==> src/rtl/tube_slave_pkg.sv <==
// Shared types and constants for the tube slave-side port controller.
package tube_slave_pkg;

    localparam int CNT_W = 4;

    typedef enum logic [2:0] {
        S_IDLE,
        S_RD_STROBE,
        S_WR_SETUP,
        S_WR_PULSE,
        S_WR_HOLD,
        S_HOLDOFF
    } state_e;

    typedef enum logic {
        GRANT_RX = 1'b0,
        GRANT_TX = 1'b1
    } grant_e;

endpackage

==> src/rtl/tube_slave_port_if.sv <==
// Bundle of tube latch flags/strobes plus the rx and tx valid/ready streams.
interface tube_slave_port_if;

    logic       slave_dor;
    logic       slave_dir;
    logic [7:0] slave_data_in;
    logic [7:0] slave_data_out;
    logic       slave_data_oe;
    logic       slave_rd_b;
    logic       slave_wr;
    logic [7:0] rx_data;
    logic       rx_valid;
    logic       rx_ready;
    logic [7:0] tx_data;
    logic       tx_valid;
    logic       tx_ready;
    logic       busy;

    modport slave (
        input  slave_dor, slave_dir, slave_data_in, rx_ready, tx_data, tx_valid,
        output slave_data_out, slave_data_oe, slave_rd_b, slave_wr,
               rx_data, rx_valid, tx_ready, busy
    );

    modport master (
        output slave_dor, slave_dir, slave_data_in, rx_ready, tx_data, tx_valid,
        input  slave_data_out, slave_data_oe, slave_rd_b, slave_wr,
               rx_data, rx_valid, tx_ready, busy
    );

endinterface

==> src/rtl/tube_slave_timer.sv <==
// Loadable down-counter that parks at zero; done is high while the count is zero.
module tube_slave_timer
    import tube_slave_pkg::*;
(
    input  logic             clk,
    input  logic             reset_b,
    input  logic             i_load,
    input  logic [CNT_W-1:0] i_load_val,
    output logic             o_done
);

    logic [CNT_W-1:0] r_cnt;

    always_ff @(posedge clk or negedge reset_b) begin
        if (!reset_b) begin
            r_cnt <= '0;
        end else if (i_load) begin
            r_cnt <= i_load_val;
        end else if (r_cnt != '0) begin
            r_cnt <= r_cnt - CNT_W'(1);
        end
    end

    assign o_done = (r_cnt == '0);

endmodule

==> src/rtl/tube_slave_port.sv <==
// Slave-side controller for the host/slave byte-latch tube: arbitrates reads of the
// host-to-slave latch against writes to the slave-to-host latch and times the strobes.
module tube_slave_port
    import tube_slave_pkg::*;
#(
    parameter int RD_WAIT      = 2,
    parameter int WR_PULSE     = 2,
    parameter int FLAG_HOLDOFF = 2
) (
    input  logic             clk,
    input  logic             reset_b,
    tube_slave_port_if.slave bus
);

    localparam int CNT_MAX = (1 << CNT_W) - 1;

    if (RD_WAIT < 1 || RD_WAIT > CNT_MAX) begin : g_bad_rd_wait
        $error("tube_slave_port: RD_WAIT must be 1..15");
    end
    if (WR_PULSE < 1 || WR_PULSE > CNT_MAX) begin : g_bad_wr_pulse
        $error("tube_slave_port: WR_PULSE must be 1..15");
    end
    if (FLAG_HOLDOFF < 2 || FLAG_HOLDOFF > CNT_MAX) begin : g_bad_holdoff
        $error("tube_slave_port: FLAG_HOLDOFF must be 2..15");
    end

    localparam logic [CNT_W-1:0] RD_LOAD = CNT_W'(RD_WAIT - 1);
    localparam logic [CNT_W-1:0] WR_LOAD = CNT_W'(WR_PULSE - 1);
    localparam logic [CNT_W-1:0] HO_LOAD = CNT_W'(FLAG_HOLDOFF - 1);

    state_e           r_state;
    state_e           w_state_nxt;
    grant_e           r_last_grant;
    logic             r_rd_b;
    logic             r_wr;
    logic             r_oe;
    logic             r_rx_valid;
    logic [7:0]       r_data_out;
    logic [7:0]       r_rx_data;
    logic             w_rd_b_nxt;
    logic             w_wr_nxt;
    logic             w_oe_nxt;
    logic             w_rx_valid_nxt;
    logic [7:0]       w_data_out_nxt;
    logic [7:0]       w_rx_data_nxt;
    logic             w_in_idle;
    logic             w_rx_elig;
    logic             w_tx_elig;
    logic             w_grant_rx;
    logic             w_grant_tx;
    logic             w_timer_load;
    logic             w_timer_done;
    logic [CNT_W-1:0] w_timer_val;

    assign w_in_idle = (r_state == S_IDLE);
    assign w_rx_elig = bus.slave_dor & (~r_rx_valid | bus.rx_ready);
    assign w_tx_elig = bus.tx_valid & bus.slave_dir;

    // On a tie the side that did not win last time goes next.
    assign w_grant_rx = w_in_idle & w_rx_elig & (~w_tx_elig | (r_last_grant == GRANT_TX));
    assign w_grant_tx = w_in_idle & w_tx_elig & (~w_rx_elig | (r_last_grant == GRANT_RX));

    tube_slave_timer u_timer (
        .clk        (clk),
        .reset_b    (reset_b),
        .i_load     (w_timer_load),
        .i_load_val (w_timer_val),
        .o_done     (w_timer_done)
    );

    // NOTE: sequential state uses non-blocking assignments so every flop samples pre-edge values.
    always_ff @(posedge clk or negedge reset_b) begin
        if (!reset_b) begin
            r_state <= S_IDLE;
        end else begin
            r_state <= w_state_nxt;
        end
    end

    always_comb begin
        // NOTE: default first so no path through the case leaves the signal unassigned (no latch).
        w_state_nxt = r_state;
        case (r_state)
            S_IDLE: begin
                if (w_grant_rx) begin
                    w_state_nxt = S_RD_STROBE;
                end else if (w_grant_tx) begin
                    w_state_nxt = S_WR_SETUP;
                end
            end
            S_RD_STROBE: if (w_timer_done) w_state_nxt = S_HOLDOFF;
            S_WR_SETUP:  w_state_nxt = S_WR_PULSE;
            S_WR_PULSE:  if (w_timer_done) w_state_nxt = S_WR_HOLD;
            S_WR_HOLD:   w_state_nxt = S_HOLDOFF;
            S_HOLDOFF:   if (w_timer_done) w_state_nxt = S_IDLE;
            default:     w_state_nxt = S_IDLE;
        endcase
    end

    always_comb begin
        w_timer_load   = 1'b0;
        w_timer_val    = '0;
        w_data_out_nxt = r_data_out;
        w_rx_data_nxt  = r_rx_data;
        w_rx_valid_nxt = r_rx_valid & ~bus.rx_ready;
        case (r_state)
            S_IDLE: begin
                if (w_grant_rx) begin
                    w_timer_load = 1'b1;
                    w_timer_val  = RD_LOAD;
                end
                if (w_grant_tx) begin
                    w_data_out_nxt = bus.tx_data;
                end
            end
            S_RD_STROBE: begin
                // The capture wins over a coincident pop, so the new byte stays valid.
                if (w_timer_done) begin
                    w_timer_load   = 1'b1;
                    w_timer_val    = HO_LOAD;
                    w_rx_data_nxt  = bus.slave_data_in;
                    w_rx_valid_nxt = 1'b1;
                end
            end
            S_WR_SETUP: begin
                w_timer_load = 1'b1;
                w_timer_val  = WR_LOAD;
            end
            S_WR_HOLD: begin
                w_timer_load = 1'b1;
                w_timer_val  = HO_LOAD;
            end
            default: ;
        endcase
    end

    assign w_rd_b_nxt = (w_state_nxt != S_RD_STROBE);
    assign w_wr_nxt   = (w_state_nxt == S_WR_PULSE);
    assign w_oe_nxt   = (w_state_nxt inside {S_WR_SETUP, S_WR_PULSE, S_WR_HOLD});

    always_ff @(posedge clk or negedge reset_b) begin
        if (!reset_b) begin
            r_rd_b       <= 1'b1;
            r_wr         <= 1'b0;
            r_oe         <= 1'b0;
            r_data_out   <= '0;
            r_rx_valid   <= 1'b0;
            r_rx_data    <= '0;
            r_last_grant <= GRANT_TX;
        end else begin
            r_rd_b     <= w_rd_b_nxt;
            r_wr       <= w_wr_nxt;
            r_oe       <= w_oe_nxt;
            r_data_out <= w_data_out_nxt;
            r_rx_valid <= w_rx_valid_nxt;
            r_rx_data  <= w_rx_data_nxt;
            if (w_grant_rx) begin
                r_last_grant <= GRANT_RX;
            end else if (w_grant_tx) begin
                r_last_grant <= GRANT_TX;
            end
        end
    end

    assign bus.slave_rd_b     = r_rd_b;
    assign bus.slave_wr       = r_wr;
    assign bus.slave_data_oe  = r_oe;
    assign bus.slave_data_out = r_data_out;
    assign bus.rx_valid       = r_rx_valid;
    assign bus.rx_data        = r_rx_data;
    assign bus.tx_ready       = w_grant_tx;
    assign bus.busy           = ~w_in_idle;

endmodule

==> src/flat_wrapper.sv <==
// flat-port wrapper written by rule: the top's interface ports become plain ports
module tube_slave_port_flat import tube_slave_pkg::*;
#(
    parameter int RD_WAIT      = 2,
    parameter int WR_PULSE     = 2,
    parameter int FLAG_HOLDOFF = 2
)
  (clk, reset_b, bus_slave_dor, bus_slave_dir, bus_slave_data_in, bus_rx_ready, bus_tx_data, bus_tx_valid, bus_slave_data_out, bus_slave_data_oe, bus_slave_rd_b, bus_slave_wr, bus_rx_data, bus_rx_valid, bus_tx_ready, bus_busy);
  tube_slave_port_if bus_i ();
  input  logic clk;
  input  logic reset_b;
  input wire logic [$bits(bus_i.slave_dor)-1:0] bus_slave_dor;
  input wire logic [$bits(bus_i.slave_dir)-1:0] bus_slave_dir;
  input wire logic [$bits(bus_i.slave_data_in)-1:0] bus_slave_data_in;
  input wire logic [$bits(bus_i.rx_ready)-1:0] bus_rx_ready;
  input wire logic [$bits(bus_i.tx_data)-1:0] bus_tx_data;
  input wire logic [$bits(bus_i.tx_valid)-1:0] bus_tx_valid;
  output wire logic [$bits(bus_i.slave_data_out)-1:0] bus_slave_data_out;
  output wire logic [$bits(bus_i.slave_data_oe)-1:0] bus_slave_data_oe;
  output wire logic [$bits(bus_i.slave_rd_b)-1:0] bus_slave_rd_b;
  output wire logic [$bits(bus_i.slave_wr)-1:0] bus_slave_wr;
  output wire logic [$bits(bus_i.rx_data)-1:0] bus_rx_data;
  output wire logic [$bits(bus_i.rx_valid)-1:0] bus_rx_valid;
  output wire logic [$bits(bus_i.tx_ready)-1:0] bus_tx_ready;
  output wire logic [$bits(bus_i.busy)-1:0] bus_busy;
  assign bus_i.slave_dor = bus_slave_dor;
  assign bus_i.slave_dir = bus_slave_dir;
  assign bus_i.slave_data_in = bus_slave_data_in;
  assign bus_i.rx_ready = bus_rx_ready;
  assign bus_i.tx_data = bus_tx_data;
  assign bus_i.tx_valid = bus_tx_valid;
  assign bus_slave_data_out = bus_i.slave_data_out;
  assign bus_slave_data_oe = bus_i.slave_data_oe;
  assign bus_slave_rd_b = bus_i.slave_rd_b;
  assign bus_slave_wr = bus_i.slave_wr;
  assign bus_rx_data = bus_i.rx_data;
  assign bus_rx_valid = bus_i.rx_valid;
  assign bus_tx_ready = bus_i.tx_ready;
  assign bus_busy = bus_i.busy;
  tube_slave_port #(.RD_WAIT(RD_WAIT), .WR_PULSE(WR_PULSE), .FLAG_HOLDOFF(FLAG_HOLDOFF)) u_core (.clk(clk), .reset_b(reset_b), .bus(bus_i));
endmodule
==> config.mk <==
export PLATFORM = sky130hd
export DESIGN_NAME = tube_slave_port_flat
export DESIGN_NICKNAME = d
export VERILOG_FILES = /design/src/rtl/tube_slave_pkg.sv /design/src/rtl/tube_slave_port_if.sv /design/src/rtl/tube_slave_timer.sv /design/src/rtl/tube_slave_port.sv /design/src/flat_wrapper.sv
export SDC_FILE = /design/constraint.sdc
export NUM_CORES = 1
export LEC_CHECK = 0
export ABC_CLOCK_PERIOD_IN_PS = 1900
export CAP_MARGIN = 20
export CORE_ASPECT_RATIO = 0.6
export CORE_MARGIN = 2
export CORE_UTILIZATION = 41
export CTS_BUF_LIST = sky130_fd_sc_hd__clkbuf_4 sky130_fd_sc_hd__clkbuf_8
export DETAILED_ROUTE_END_ITERATION = 12
export PLACE_DENSITY = 0.77
export SYNTH_ARGS = -nofsm -noshare
export SYNTH_HDL_FRONTEND = slang
export SYNTH_SLANG_ARGS = --single-unit
==> constraint.sdc <==
create_clock -name clk -period 1.9 [get_ports clk]
set_clock_uncertainty 0.15 [all_clocks]
set_input_delay 0.38 -clock clk [delete_from_list [all_inputs] [get_ports clk]]
set_output_delay 0.38 -clock clk [all_outputs]
set_load 0.05 [all_outputs]
==> metrics <==
status finished, violations left; violations in the final reports setup timing; ANT cells 0; Maximum Capacitance Violations 0; pin count of the biggest net entering global routing 17; total vias in the final route 964; first-pass GRT wire length 4.51 mm; most frequent cell on the critical path sky130_fd_sc_hd__buf_12; routed wl met3 177 um; area growth from synthesis to final layout 59.4%; biggest fanout along the worst timing path 3; post-detailed-route DRC marker count 0; CP Buf/Inv Count 3; arrival time worst endpoint 1.53 ns; share of flip-flops with an asynchronous set or reset after synthesis 1.00; final period demand of the worst path 2.06 ns; first-iteration detailed-routing DRC count 74; library cell with the largest summed area after synthesis sky130_fd_sc_hd__dfrtp_1; CP required 1.37 ns; htree depth 1; TritonCTS buffer count 3; peak supply drop 1090 uV; CTS tree done; HPWL reported at the end of detailed placement 2.08 mm; detailed-routing wirelength on met1 1.42 mm; nets@finish 179; Max stage delay on crit path 0.48 ns; Max stage delay cell, worst path sky130_fd_sc_hd__clkdlybuf4s50_1; Worst Reg-to-Reg Cells 7; uppermost routed layer met4; Via density 4.89; least setup slack across all paths after layout -0.157 ns; die area 3500 um2; quantity of I/O buffers inserted on ports 43; logic depth of the worst setup path including buffers 5; total of flip-flops plus latches after synthesis 28; number of nets produced by synthesis 111; number of failing setup endpoints in the final timing report 9; Area contributors post-synth sky130_fd_sc_hd__dfrtp_1 (52%), sky130_fd_sc_hd__mux2_2 (10%), sky130_fd_sc_hd__mux2_4 (7.2%); Core Region 2870 um2; root buffer cell sky130_fd_sc_hd__clkbuf_8; Clk Latency, worst-skew pair 0.27 ns; remaining number of nets flagged by the antenna check after routing 0; startpoint types primary input; number of iterations in the first detailed-routing pass 4; height of the die 46.7 um; critical path capture point type primary output; clock tree buffer depth 2; Post-Place Setup Slack -0.300 ns; cell type group with the largest total delay on the critical path buffers and inverters; # rows 15; power density over the cells 2010 nW/um2; I/O pin total 44; overall track demand over capacity in global routing 0.182; starting utilization of the core area 0.433; total of fill cells in the finished design 193; setup repair after global routing missed its margin true; vias in the first global route 930; static leakage 0.000910 uW; Netlist Area Pre-Place 1240 um2; Max Slew Vio Count 0; share of synthesized area occupied by flip-flops and latches 0.565; ratio of cells with drive above 1 in the final layout 0.523; Gate Count Post-Synth 88; post-detailed-routing wire length 2.96 mm; top cell type's share of synthesized area 0.523; RePlAce Congestion 0.820; highest achievable clock rate 486 MHz; routed length on met2 1.33 mm; final cycle utilization of the critical path 1.08; post-route core utilization 0.690; Sink Count 28; horizontal die dimension 75.1 um; number of flops mapped to enable cells by yosys 0; mean post-synth cell area 14.1 um2; cell-by-cell trace of the critical path clkdlybuf4s50_1 -> nand2_2 -> a311oi_4 -> buf_12 -> buf_12; warnings from Yosys 0; transition at the pin with the smallest max-transition slack 0.469 ns; initial antenna violation count 0; post-synth cell types 33; most common cell in the netlist sky130_fd_sc_hd__dfrtp_1; grt total ovfl 0; category of the most critical setup path in2out; top post-synthesis cells by count sky130_fd_sc_hd__dfrtp_1 (26), sky130_fd_sc_hd__mux2_2 (11), sky130_fd_sc_hd__mux2_4 (6); worst min-delay path class in2async; cts-stage hold buffer count 0; hold violation count in the final report 0; Routed WL per cell 15.0 um; dominant synthesized flop cell sky130_fd_sc_hd__dfrtp_1; clock edge transition at the registers on the reported setup and hold paths 0.09 ns; relative max-transition margin 0.686
[final timing paths]
check | start | end | slack (ns)
max | bus_tx_valid | bus_tx_ready | -0.16
min | reset_b | u_core.bus.slave_data_out[7]$_DFFE_PN0P_ | 0.27
max reg2reg | u_core.r_state[1]$_DFF_PN0_ | u_core.bus.slave_data_out[7]$_DFFE_PN0P_ | -0.02
min reg2reg | u_core.bus.rx_data[3]$_DFFE_PN0P_ | u_core.bus.rx_data[3]$_DFFE_PN0P_ | 0.36
max in group asynchronous | reset_b | u_core.bus.slave_data_out[2]$_DFFE_PN0P_ | 0.83
min in group clk | u_core.bus.rx_data[3]$_DFFE_PN0P_ | u_core.bus.rx_data[3]$_DFFE_PN0P_ | 0.36
[stage by stage]
step / total power (uW) / instance area (um2) / setup TNS [ns] / hold WS, ns / cells
floorplan: 2560 / 1250 / -0.000471 / -0.0656 / 88
global placement: 3210 / 1780 / -2.17 / 0.342 / 183
detailed placement: 3280 / 1780 / -2.87 / 0.347 / 183
CTS: 3810 / 1890 / -0.225 / 0.277 / 190
global route: 4180 / 1980 / -1.07 / 0.300 / 197
finish: 3980 / 1980 / -0.369 / 0.267 / 197
[cells by family (layout without fill, tap and decap cells)]
kind of cell,Yosys count,after routing,synth area share
flip-flops,28,28,0.565
AND/OR/NAND/NOR,25,25,0.127
multiplexers,19,19,0.188
AO/OA/AOI/OAI,8,8,0.0664
buffers and inverters,6,73,0.0362
adder cells (fa/ha/maj),1,1,0.0101
XOR/XNOR,1,1,0.00704
[routing by layer]
metal,global-route usage,vias to the layer above
li1,-,450
met1,0.253,471
met2,0.272,39
met3,0.0678,4
met4,0.0393,0
met5,0,-
[registers in the layout (all words and copies together), names as in the netlist]
register                   count
u_core.bus.rx_data             8
u_core.u_timer.r_cnt           4
u_core.bus.slave_data_oe       1
u_core.r_last_grant            1
u_core.r_state                 3
u_core.bus.rx_valid            1
u_core.bus.slave_rd_b          1
u_core.bus.slave_data_out      8
u_core.bus.slave_wr            1
[worst reg2reg max path, stage by stage, from the launching register on]
cell and delay, ns:
sky130_fd_sc_hd__dfrtp_1 0.43, sky130_fd_sc_hd__nor3_4 0.23, sky130_fd_sc_hd__inv_4 0.05, sky130_fd_sc_hd__a311oi_4 0.25, sky130_fd_sc_hd__buf_12 0.15, sky130_fd_sc_hd__buf_4 0.11
sky130_fd_sc_hd__buf_12 0.13, sky130_fd_sc_hd__mux2_4 0.31
[placed cells by master, fill, tap and decap left out, drive strengths merged]
cell type      Yosys  layout
nand3b             1       1
ha                 1       1
nor2b              1       1
nor3b              1       1
clkbuf             0       3
nor3               3       3
a211o              1       1
nor4               3       3
o21ai              1       1
a21o               1       1
mux2              17      17
bufinv             0       1
o2bb2ai            1       1
nand3              1       1
xnor2              1       1
dfrtp             26      26
clkdlybuf4s50      0      21
dfstp              2       2
mux2i              2       2
o211ai             2       2
inv                3       3
a311oi             1       1
nor2               5       5
or4                1       1
or2                1       1
buf                3      45
and4bb             1       1
nand2b             3       3
o2111a             1       1
nand2              3       3
nand4bb            1       1
[what timing repair did]
item,4_1_cts,5_1_grt
gates resized for setup,3,11
setup buffers,3,7
pin swaps,2,4
setup endpoints to repair,9,19
[area by class of cell]
type                       count  area, um2  share of cell area
timing repair buffer          66        598               0.302
clock buffer                   3       41.3              0.0208
clock inverter                 1       30.0              0.0152
sequential                    28        704               0.355
tap                           42       52.6              0.0265
multi-input combinational     54        542               0.273
inverter                       3       13.8             0.00694
[where the power goes]
part / switching (uW) / internal, uW / total, uW
logic: 1350 / 1040 / 2400
clock network: 185 / 282 / 467
registers: 213 / 898 / 1110
Note: power is estimated with default switching activity, not from simulation.
